### src/rtl/minimig_rstreq.sv
// Reset request sequencer: merges keyboard/OSD/CPU-halt requests into one mrst pulse
// and tracks sys_reset through assert and release. Define MINIMIG_RSTREQ_TIMEOUT_EN for the release watchdog.
module minimig_rstreq #(
    parameter int unsigned HOLD_TICKS    = 16,
    parameter int unsigned TIMEOUT_TICKS = 4095
) (
    input  logic       clk,
    input  logic       _rst,
    input  logic       clk7_en,
    input  logic       kbd_rst,
    input  logic       osd_rst,
    input  logic       cpu_halt,
    input  logic       sys_reset,
    output logic       mrst,
    output logic       busy,
    output logic [2:0] cause,
    output logic       timeout,
    output logic [1:0] state_dbg
);
    typedef enum logic [1:0] {
        IDLE   = 2'd0,
        ASSERT = 2'd1,
        HOLD   = 2'd2,
        REL    = 2'd3
    } state_e;

    localparam logic [7:0] TICK_INIT = 8'(HOLD_TICKS - 1);

    state_e     state_q, state_d;
    logic       mrst_q, mrst_d;
    logic       busy_q, busy_d;
    logic       ack_q, ack_d;
    logic       timeout_q, timeout_d;
    logic       osd_pend_q, osd_pend_d;
    logic [2:0] cause_q, cause_d;
    logic [7:0] tick_q, tick_d;
    logic       osd_req;
    logic       hold_req;
    logic [2:0] req_bits;
    logic       req;
    logic       consume;
    logic       wdog_expired;

    // A pulse landing on the consuming enable edge is seen directly, so it is never re-pended.
    assign osd_req  = osd_pend_q | osd_rst;
    assign hold_req = kbd_rst | cpu_halt;
    assign req_bits = {cpu_halt, osd_req, kbd_rst};
    assign req      = |req_bits;

`ifdef MINIMIG_RSTREQ_TIMEOUT_EN
    localparam logic [11:0] WDOG_LAST = 12'(TIMEOUT_TICKS - 1);

    logic [11:0] wdog_q, wdog_d;
    logic        wdog_run;

    assign wdog_run     = (state_q == REL) || ((state_q == ASSERT) && !ack_q);
    assign wdog_expired = wdog_run && (wdog_q == WDOG_LAST);

    always_comb begin
        wdog_d = wdog_q;
        if (clk7_en) begin
            if (state_d != state_q) begin
                wdog_d = '0;
            end else if (wdog_run) begin
                wdog_d = wdog_q + 12'd1;
            end
        end
    end

    always_ff @(posedge clk or negedge _rst) begin
        if (!_rst) begin
            wdog_q <= '0;
        end else begin
            wdog_q <= wdog_d;
        end
    end
`else
    assign wdog_expired = 1'b0;
`endif

    always_comb begin
        state_d   = state_q;
        mrst_d    = mrst_q;
        cause_d   = cause_q;
        tick_d    = tick_q;
        ack_d     = ack_q;
        timeout_d = timeout_q;
        consume   = 1'b0;
        if (clk7_en) begin
            unique case (state_q)
                IDLE: begin
                    if (req) begin
                        cause_d = req_bits;
                        mrst_d  = 1'b1;
                        tick_d  = TICK_INIT;
                        ack_d   = 1'b0;
                        consume = 1'b1;
                        state_d = ASSERT;
                    end
                end
                ASSERT: begin
                    cause_d = cause_q | req_bits;
                    consume = 1'b1;
                    if (tick_q != 8'd0) tick_d = tick_q - 8'd1;
                    if (sys_reset) ack_d = 1'b1;
                    if ((tick_q == 8'd0) && ack_q) begin
                        if (hold_req) begin
                            state_d = HOLD;
                        end else begin
                            mrst_d  = 1'b0;
                            state_d = REL;
                        end
                    end else if (wdog_expired) begin
                        timeout_d = 1'b1;
                        mrst_d    = 1'b0;
                        state_d   = IDLE;
                    end
                end
                HOLD: begin
                    cause_d = cause_q | req_bits;
                    consume = 1'b1;
                    if (!hold_req) begin
                        mrst_d  = 1'b0;
                        state_d = REL;
                    end
                end
                REL: begin
                    // osd_pend is deliberately left alone here; it restarts a cycle from IDLE.
                    mrst_d = 1'b0;
                    if (!sys_reset) begin
                        state_d = IDLE;
                    end else if (wdog_expired) begin
                        timeout_d = 1'b1;
                        state_d   = IDLE;
                    end
                end
                default: state_d = IDLE;
            endcase
        end
        busy_d = (state_d != IDLE);
    end

    always_comb begin
        osd_pend_d = osd_pend_q;
        if (clk7_en && consume) begin
            osd_pend_d = 1'b0;
        end else if (osd_rst) begin
            osd_pend_d = 1'b1;
        end
    end

    always_ff @(posedge clk or negedge _rst) begin
        if (!_rst) begin
            state_q    <= IDLE;
            mrst_q     <= 1'b0;
            busy_q     <= 1'b0;
            ack_q      <= 1'b0;
            timeout_q  <= 1'b0;
            osd_pend_q <= 1'b0;
            cause_q    <= 3'd0;
            tick_q     <= 8'd0;
        end else begin
            state_q    <= state_d;
            mrst_q     <= mrst_d;
            busy_q     <= busy_d;
            ack_q      <= ack_d;
            timeout_q  <= timeout_d;
            osd_pend_q <= osd_pend_d;
            cause_q    <= cause_d;
            tick_q     <= tick_d;
        end
    end

    assign mrst      = mrst_q;
    assign busy      = busy_q;
    assign cause     = cause_q;
    assign timeout   = timeout_q;
    assign state_dbg = state_q;
endmodule

### config.mk
export PLATFORM = sky130hd
export DESIGN_NAME = minimig_rstreq
export DESIGN_NICKNAME = d
export VERILOG_FILES = /design/src/rtl/minimig_rstreq.sv
export SDC_FILE = /design/constraint.sdc
export NUM_CORES = 1
export LEC_CHECK = 0
export BUFFER_PORTS_ARGS = -buffer_cell sky130_fd_sc_hd__buf_2
export CAP_MARGIN = 40
export CORE_ASPECT_RATIO = 1.4
export CORE_MARGIN = 8
export CORE_UTILIZATION = 42
export DETAILED_ROUTE_END_ITERATION = 10
export GPL_TIMING_DRIVEN = 0
export SYNTH_ARGS = -nofsm -noshare
export SYNTH_HDL_FRONTEND = slang
export SYNTH_SLANG_ARGS = --single-unit
### constraint.sdc
create_clock -name clk -period 3.1 [get_ports clk]
set_clock_uncertainty 0.1 [all_clocks]
set_input_delay 0.93 -clock clk [delete_from_list [all_inputs] [get_ports clk]]
set_output_delay 0.93 -clock clk [all_outputs]
set_load 0.01 [all_outputs]
==> results by group, run 1 <==
Outcome
  – Result of the run: finished clean

STA
  – Fin crit share: 0.6700
  – Endpoints failing setup: 0
  – Worst-margin pin slew: 0.4897 ns
  – Setup repair after global routing missed its margin: no
  – Final hold violation count: 0
  – Time the final worst path needs with I/O delays and setup: 2.077 ns
  – Relative slew slack: 0.6710
  – Highest Clock Rate: 481.5 MHz
  – Fin. max-slew vios: 0
  – Setup TNS after final layout: 0 ns

Critical path
  – Required time of the critical path: 3.20 ns
  – FF-to-FF Start: state_dbg[1]
  – Cell with the largest stage delay on the worst path: sky130_fd_sc_hd__or4_2
  – CP max FO: 4
  – Largest stage delay on the critical path: 0.70 ns
  – Endpoint of the lowest-slack register-to-register path: tick_q[7]
  – Critical path data arrival time: 2.18 ns
  – Flop2flop setup slack: 1.05 ns
  – Crit Path Category: in2reg
  – R2R cell count: 7
  – Sort of element at the start of the critical path: primary input
  – Crit. End Element: register
  – Critical Path, Cell by Cell: buf_2, or4_2, a22oi_1, o21ai_0, o31ai_1

Yosys
  – Yosys reg bits: 17
  – Summed instance area of the synthesized netlist: 1065 um^2
  – Synthesized Nets: 127
  – Ys flop type: sky130_fd_sc_hd__dfrtp_1
  – Number of warnings issued by yosys: 0
  – Count of flip-flops with a built-in enable after synthesis: 0
  – Share of Yosys cell area claimed by the top area cell type: 0.3995
  – Fraction of the yosys area taken by sequential cells: 0.3995
  – Top cell type by total area after synthesis: sky130_fd_sc_hd__dfrtp_1
  – Cell count after synthesis: 113
  – Average size of a mapped cell: 9.423 um^2
  – Count of distinct cell types in the synthesized netlist: 38
  – Async SR Flop Fraction: 1.000
  – Most area-consuming cells after synthesis: sky130_fd_sc_hd__dfrtp_1 (40%), sky130_fd_sc_hd__ha_1 (8.2%), sky130_fd_sc_hd__o31ai_1 (4.9%), sky130_fd_sc_hd__nor2_1 (4.2%), sky130_fd_sc_hd__nand3_1 (3.8%)

Final layout
  – Total area of sequential cells: 425.4 um^2
  – Finished layout cell area: 1200 um^2
  – Final nets: 145
  – Area used by multi-input combinational logic: 593.1 um^2
  – Antenna cell count: 0
  – Fillers: 248
  – Layout area overhead: 12.69%
  – Proportion of layout cells with a drive suffix above 1: 0.2077

Clock tree
  – Number of clock sinks: 17
  – Count of cells resized by post-cts repair: 0
  – Maximum count of clock buffers along a single path: 2
  – Number of H-tree branching levels: 1
  – Clock latency on the worst-skew pair: 0.30 ns
  – Clock-pin slew reported for the worst setup and hold paths after clock tree synthesis: 0.11 ns
  – Cts hold-fix bufs: 0
  – CTS tree: yes
  – Buffers inserted during post-CTS setup optimization: 0
  – Clock root cell: sky130_fd_sc_hd__clkbuf_4
  – Clock buffers created by TritonCTS: 3

Job
  – Max-capacitance violation count: 0

Floorplanning
  – Count of standard-cell rows: 21
  – Initial core utilization: 0.4453
  – Die area: 4425 um^2
  – Chip width: 58.56 um
  – Floorplan core area: 2391 um^2
  – DIE HEIGHT: 75.58 um
  – Io pins: 15

Routing
  – Number of iterations in the first detailed-routing pass: 4
  – Number of design rule violations left after detail routing: 0
  – Post-Route WL: 2.399 mm
  – Remaining number of nets flagged by the antenna check after routing: 0
  – Via density per instance: 5.463
  – Post-detailed-route wirelength per cell: 14.63 um
  – Number of vias in the routed layout: 896
  – Count of routing violations after the opening detailed-route iteration: 22

Placement
  – DPL Wire Length: 1.859 mm
  – Count of port buffers added during placement: 13
  – Area of placed instances: 1172 um^2
  – Final estimated routing congestion in global placement: 0.8378

Hold path
  – Class of the tightest hold or removal check: reg2reg
  – Hold path startpoint: cause[1]
  – End of the worst hold path: cause[1]
  – Worst hold path depth: 2

Power
  – Power density of the placed cells: 687.1 nW/um^2
  – P_leak: 0.5376 nW
  – Highest ir drop seen on vdd: 367.6 uV

Global route
  – Total Routing Usage GR: 0.1218
  – Vias in the first global route: 981
  – Pin count of the biggest net entering global routing: 18
  – Wire length of the first global-routing pass: 4.160 mm
  – Initial antenna violation count: 0
  – Total grt overflow: 0
-- cells in the final DEF (no fill, tap or decap), types with 2 or more instances in the layout --
| master | n |
|---|---|
| sky130_fd_sc_hd__inv_1 | 5 |
| sky130_fd_sc_hd__clkbuf_4 | 3 |
| sky130_fd_sc_hd__and3_1 | 2 |
| sky130_fd_sc_hd__or4_1 | 4 |
| sky130_fd_sc_hd__o21ai_0 | 5 |
| sky130_fd_sc_hd__buf_2 | 14 |
| sky130_fd_sc_hd__o31ai_1 | 7 |
| sky130_fd_sc_hd__o311ai_0 | 2 |
| sky130_fd_sc_hd__nand2_1 | 7 |
| sky130_fd_sc_hd__ha_1 | 7 |
| sky130_fd_sc_hd__mux2i_1 | 3 |
| sky130_fd_sc_hd__nor2_1 | 12 |
| sky130_fd_sc_hd__dfrtp_1 | 17 |
| sky130_fd_sc_hd__a21oi_1 | 5 |
| sky130_fd_sc_hd__nand3_1 | 8 |
| sky130_fd_sc_hd__nor3_1 | 2 |
| sky130_fd_sc_hd__nand4_1 | 2 |
| sky130_fd_sc_hd__nand2b_1 | 3 |
-- per-layer routing --
layer	global-route usage	wire length [um]
met4	0.07104	38
met5	0	0
met1	0.1280	1037
met3	0.01689	55
met2	0.2251	1268
-- worst max-delay path, delay by kind of cell --
family          cells  cell delay [ns]
simple gates        1             0.70
buf+inv             1             0.13
compound gates      3             0.42
-- kinds of logic after synthesis --
group / after synthesis / share of synthesized area
and+or+nand+nor: 50 / 0.2738
AOI/OAI and AO/OA: 26 / 0.1692
DFF: 17 / 0.3995
muxes: 3 / 0.02820
buffers and inverters: 9 / 0.04347
other: 1 / 0.003522
adders and majority gates: 7 / 0.08225
-- per-stage QoR --
step	setup slack, ns	utilization	std cells	power (mW)	hold WS (ns)
after floorplan	0.9493	-	113	0.5929	0.3728
after global placement	0.7228	0.4903	160	0.7007	0.3494
after detailed placement	0.7278	0.4903	160	0.7073	0.3559
after CTS	1.034	0.5018	164	0.8343	0.3823
after global routing	0.9008	0.5018	164	0.8969	0.4126
final	1.023	0.5018	164	0.8244	0.3759
-- cells in the mapped netlist, types with 2 or more instances --
master,count
sky130_fd_sc_hd__ha_1,7
sky130_fd_sc_hd__nor3_1,2
sky130_fd_sc_hd__nand3_1,8
sky130_fd_sc_hd__o311ai_0,2
sky130_fd_sc_hd__a21oi_1,5
sky130_fd_sc_hd__dfrtp_1,17
sky130_fd_sc_hd__or4_1,4
sky130_fd_sc_hd__o21ai_0,5
sky130_fd_sc_hd__and3_1,2
sky130_fd_sc_hd__mux2i_1,3
sky130_fd_sc_hd__nand2b_1,3
sky130_fd_sc_hd__nand2_1,7
sky130_fd_sc_hd__inv_1,5
sky130_fd_sc_hd__o31ai_1,7
sky130_fd_sc_hd__nor2_1,12
sky130_fd_sc_hd__nand4_1,2
-- state kept, by name, summed over array words and instances (netlist names) --
name and cells:
mrst 1, busy 1, ack_q 1, state_dbg 2
osd_pend_q 1, cause 3, tick_q 8
-- cell type report --
class                   instances  area share
plain buffers                   4     0.02294
clock buffers                   3     0.01877
clock inverters                 1    0.004171
inverters                       5     0.01564
multi-input cells              87      0.4943
flip-flops and latches         17      0.3545
well taps                      34     0.03545
repair buffers                 13     0.05422
-- how the worst max path moves through the flow --
stage,from,end,cells past startpoint
3_3_place_gp,kbd_rst,state_dbg[1],5
2_1_floorplan,kbd_rst,state_dbg[1],4
4_1_cts,kbd_rst,state_dbg[1],5
3_5_place_dp,kbd_rst,state_dbg[1],5
5_1_grt,state_dbg[1],tick_q[5],7
6_report,kbd_rst,state_dbg[1],5
-- report_power, final --
part	internal, mW	total (mW)	switching [mW]
clock	0.0481	0.123	0.0751
combinational	0.149	0.356	0.208
sequential	0.289	0.345	0.0559
Power figures use the tool's default switching activity.
==> run 2, diff against run 1 <==
==> constraint.sdc (replaced) <==
create_clock -name clk -period 2.11 [get_ports clk]
set_clock_uncertainty 0.1 [all_clocks]
set_input_delay 0.633 -clock clk [delete_from_list [all_inputs] [get_ports clk]]
set_output_delay 0.633 -clock clk [all_outputs]
set_load 0.01 [all_outputs]
==> run 2 against run 1 <==
Effect of this change:
- first-iteration DRC count increased by 45%
- non-clock buffer count down 1
- utilization is 0.16 points lower
- critical path type is now reg2reg
- critical path depth increased by 1
- via count increased by 0.78%
- sequential cell count did not move
- power increased by 47%
- worst hold slack got worse by 0.24 ns
- final cell count is 0.61% lower
- clock power grew 50%
==> results by group, run 2 (synthesis results as in run 1) <==
Outcome
  – Result of the run: finished clean

Routing
  – Post-detailed-route wirelength per cell: 14.81 um (+1.2%)
  – Number of iterations in the first detailed-routing pass: 4 (unchanged)
  – Number of design rule violations left after detail routing: 0 (unchanged)
  – Via density per instance: 5.540 (+1.4%)
  – Number of vias in the routed layout: 903 (+0.78%)
  – Post-Route WL: 2.414 mm (+0.63%)
  – Remaining number of nets flagged by the antenna check after routing: 0 (unchanged)
  – Count of routing violations after the opening detailed-route iteration: 32 (+45%)

Clock tree
  – Buffers inserted during post-CTS setup optimization: 0 (unchanged)
  – CTS tree: yes
  – Maximum count of clock buffers along a single path: 2 (unchanged)
  – Clock latency on the worst-skew pair: 0.31 ns (about the same)
  – Cts hold-fix bufs: 0 (unchanged)
  – Number of H-tree branching levels: 1 (unchanged)
  – Clock root cell: sky130_fd_sc_hd__clkbuf_4
  – Clock buffers created by TritonCTS: 3 (unchanged)
  – Clock-pin slew reported for the worst setup and hold paths after clock tree synthesis: 0.12 ns (about the same)
  – Number of clock sinks: 17 (unchanged)

Final layout
  – Most common cell after layout, fill and taps aside: sky130_fd_sc_hd__dfrtp_1
  – Top library cells by usage in the layout, fill and taps aside: sky130_fd_sc_hd__dfrtp_1 (17), sky130_fd_sc_hd__buf_2 (14), sky130_fd_sc_hd__nor2_1 (12)
  – Number of flip-flops in the largest register: 8 (unchanged)
  – Antenna cell count: 0 (unchanged)
  – Proportion of layout cells with a drive suffix above 1: 0.2093 (+0.001610)
  – Layout area overhead: 12.34%
  – Final nets: 144 (-0.69%)
  – Top reg by flops: tick_q

Critical path
  – Critical path capture point: tick_q[5]
  – Crit. End Element: register
  – Sort of element at the start of the critical path: register
  – Critical path data arrival time: 2.13 ns (-0.05 ns)
  – R2R cell count: 6 (-1)
  – Endpoint of the lowest-slack register-to-register path: tick_q[5]
  – Launch point of the critical path: state_dbg[0]
  – Flop2flop setup slack: 0.12 ns (-0.93 ns)
  – Required time of the critical path: 2.25 ns (-0.95 ns)
  – CP max FO: 10 (+6)
  – Crit Path Category: reg2reg
  – FF-to-FF Start: state_dbg[0]

Global route
  – Vias in the first global route: 981 (unchanged)
  – Total grt overflow: 0 (unchanged)
  – Pin count of the biggest net entering global routing: 18 (unchanged)
  – Initial antenna violation count: 0 (unchanged)
  – Wire length of the first global-routing pass: 4.160 mm (unchanged)
  – Total Routing Usage GR: 0.1218 (unchanged)

Floorplanning
  – Io pins: 15 (unchanged)
  – Floorplan core area: 2391 um^2 (unchanged)
  – Initial core utilization: 0.4453 (unchanged)
  – Die area: 4425 um^2 (unchanged)
  – Count of standard-cell rows: 21 (unchanged)
  – DIE HEIGHT: 75.58 um (unchanged)
  – Chip width: 58.56 um (unchanged)

STA
  – Setup TNS after final layout: 0 ns (unchanged)
  – Hold slack final: 0.1355 ns (-0.2404 ns)
  – Worst-margin pin slew: 0.4897 ns (+0.0000005364 ns)
  – Highest Clock Rate: 503.6 MHz
  – Fin. max-slew vios: 0 (unchanged)
  – Time the final worst path needs with I/O delays and setup: 1.986 ns
  – Endpoints failing setup: 0 (unchanged)
  – Fin crit share: 0.9411
  – Final hold violation count: 0 (unchanged)
  – Relative slew slack: 0.6710 (unchanged)
  – Setup repair after global routing missed its margin: no

Placement
  – DPL Wire Length: 1.859 mm (unchanged)
  – Count of port buffers added during placement: 13 (unchanged)
  – Final estimated routing congestion in global placement: 0.8378 (unchanged)

Power
  – Clock Power Share: 0.152 (+0.003)
  – Power density of the placed cells: 1014 nW/um^2 (+48%)
  – Part of the total power dissipated in sequential elements: 0.418 (about the same)
  – P_leak: 0.5364 nW (-0.22%)
  – Highest ir drop seen on vdd: 539.7 uV (+47%)
  – Switching fraction of total power: 0.4107 (about the same)
  – Power share of the combinational group: 0.430 (-0.002)
  – Internal power contribution: 0.7147 mW (+47%)
  – NetSw: 0.4982 mW (+47%)

Hold path
  – Class of the tightest hold or removal check: in2async

Job
  – Max-capacitance violation count: 0 (unchanged)
[run 2: area by class of cell]
type                            count  area (um^2)
Buffer                              3        23.77
Clock buffer                        3        22.52
Clock inverter                      1        5.005
Fill cell                         248         1195
Inverter                            5        18.77
Multi-Input combinational cell     87        593.1
Sequential cell                    17        425.4
Tap cell                           34        42.54
Timing Repair Buffer               13        65.06
[run 2: timing repair]
item | 4_1_cts | 5_1_grt
setup endpoints to repair | 0 | 3
endpoints found under the hold margin | 0 | 0
gates resized for setup | 0 | 0
[run 2: worst min-delay path by stage]
stage / from / end / depth (start not counted)
2_1_floorplan: _rst / ack_q / 0
3_3_place_gp: cause[1] / cause[1] / 2
3_5_place_dp: cause[1] / cause[1] / 2
4_1_cts: _rst / tick_q[2] / 1
5_1_grt: _rst / tick_q[2] / 1
6_report: _rst / tick_q[2] / 1
[run 2: power groups by stage]
stage               combinational [mW]  clock (mW)  sequential (mW)
global placement                 0.518           0            0.511
floorplan                        0.346           0            0.525
detailed placement               0.524           0            0.515
global route                     0.594       0.198            0.524
CTS                              0.529       0.189            0.508
finish                           0.522       0.184            0.507
[run 2: per-stage QoR]
step                power, mW  instance area, um^2  utilization  std cells  worst slack, ns
global placement        1.030                 1172       0.4903        160          0.02981
CTS                     1.226                 1200       0.5018        164          0.05625
detailed placement      1.039                 1172       0.4903        160          0.03478
floorplan              0.8710                 1065            -        113           0.2008
finish                  1.213                 1196       0.5003        163           0.1242
global route            1.315                 1196       0.5003        163         0.007280
[run 2: per-layer routing]
layer | global-route usage | part of all wire
met1 | 0.1280 | 0.44
met2 | 0.2251 | 0.52
met3 | 0.01689 | 0.023
met4 | 0.07104 | 0.016
met5 | 0 | 0
[run 2: critical path: stages, from the launching register on]
cell	delay, ns
sky130_fd_sc_hd__dfrtp_1	0.43
sky130_fd_sc_hd__inv_1	0.12
sky130_fd_sc_hd__ha_1	0.29
sky130_fd_sc_hd__a21o_1	0.20
sky130_fd_sc_hd__buf_6	0.13
sky130_fd_sc_hd__or4_1	0.50
sky130_fd_sc_hd__a21oi_1	0.16
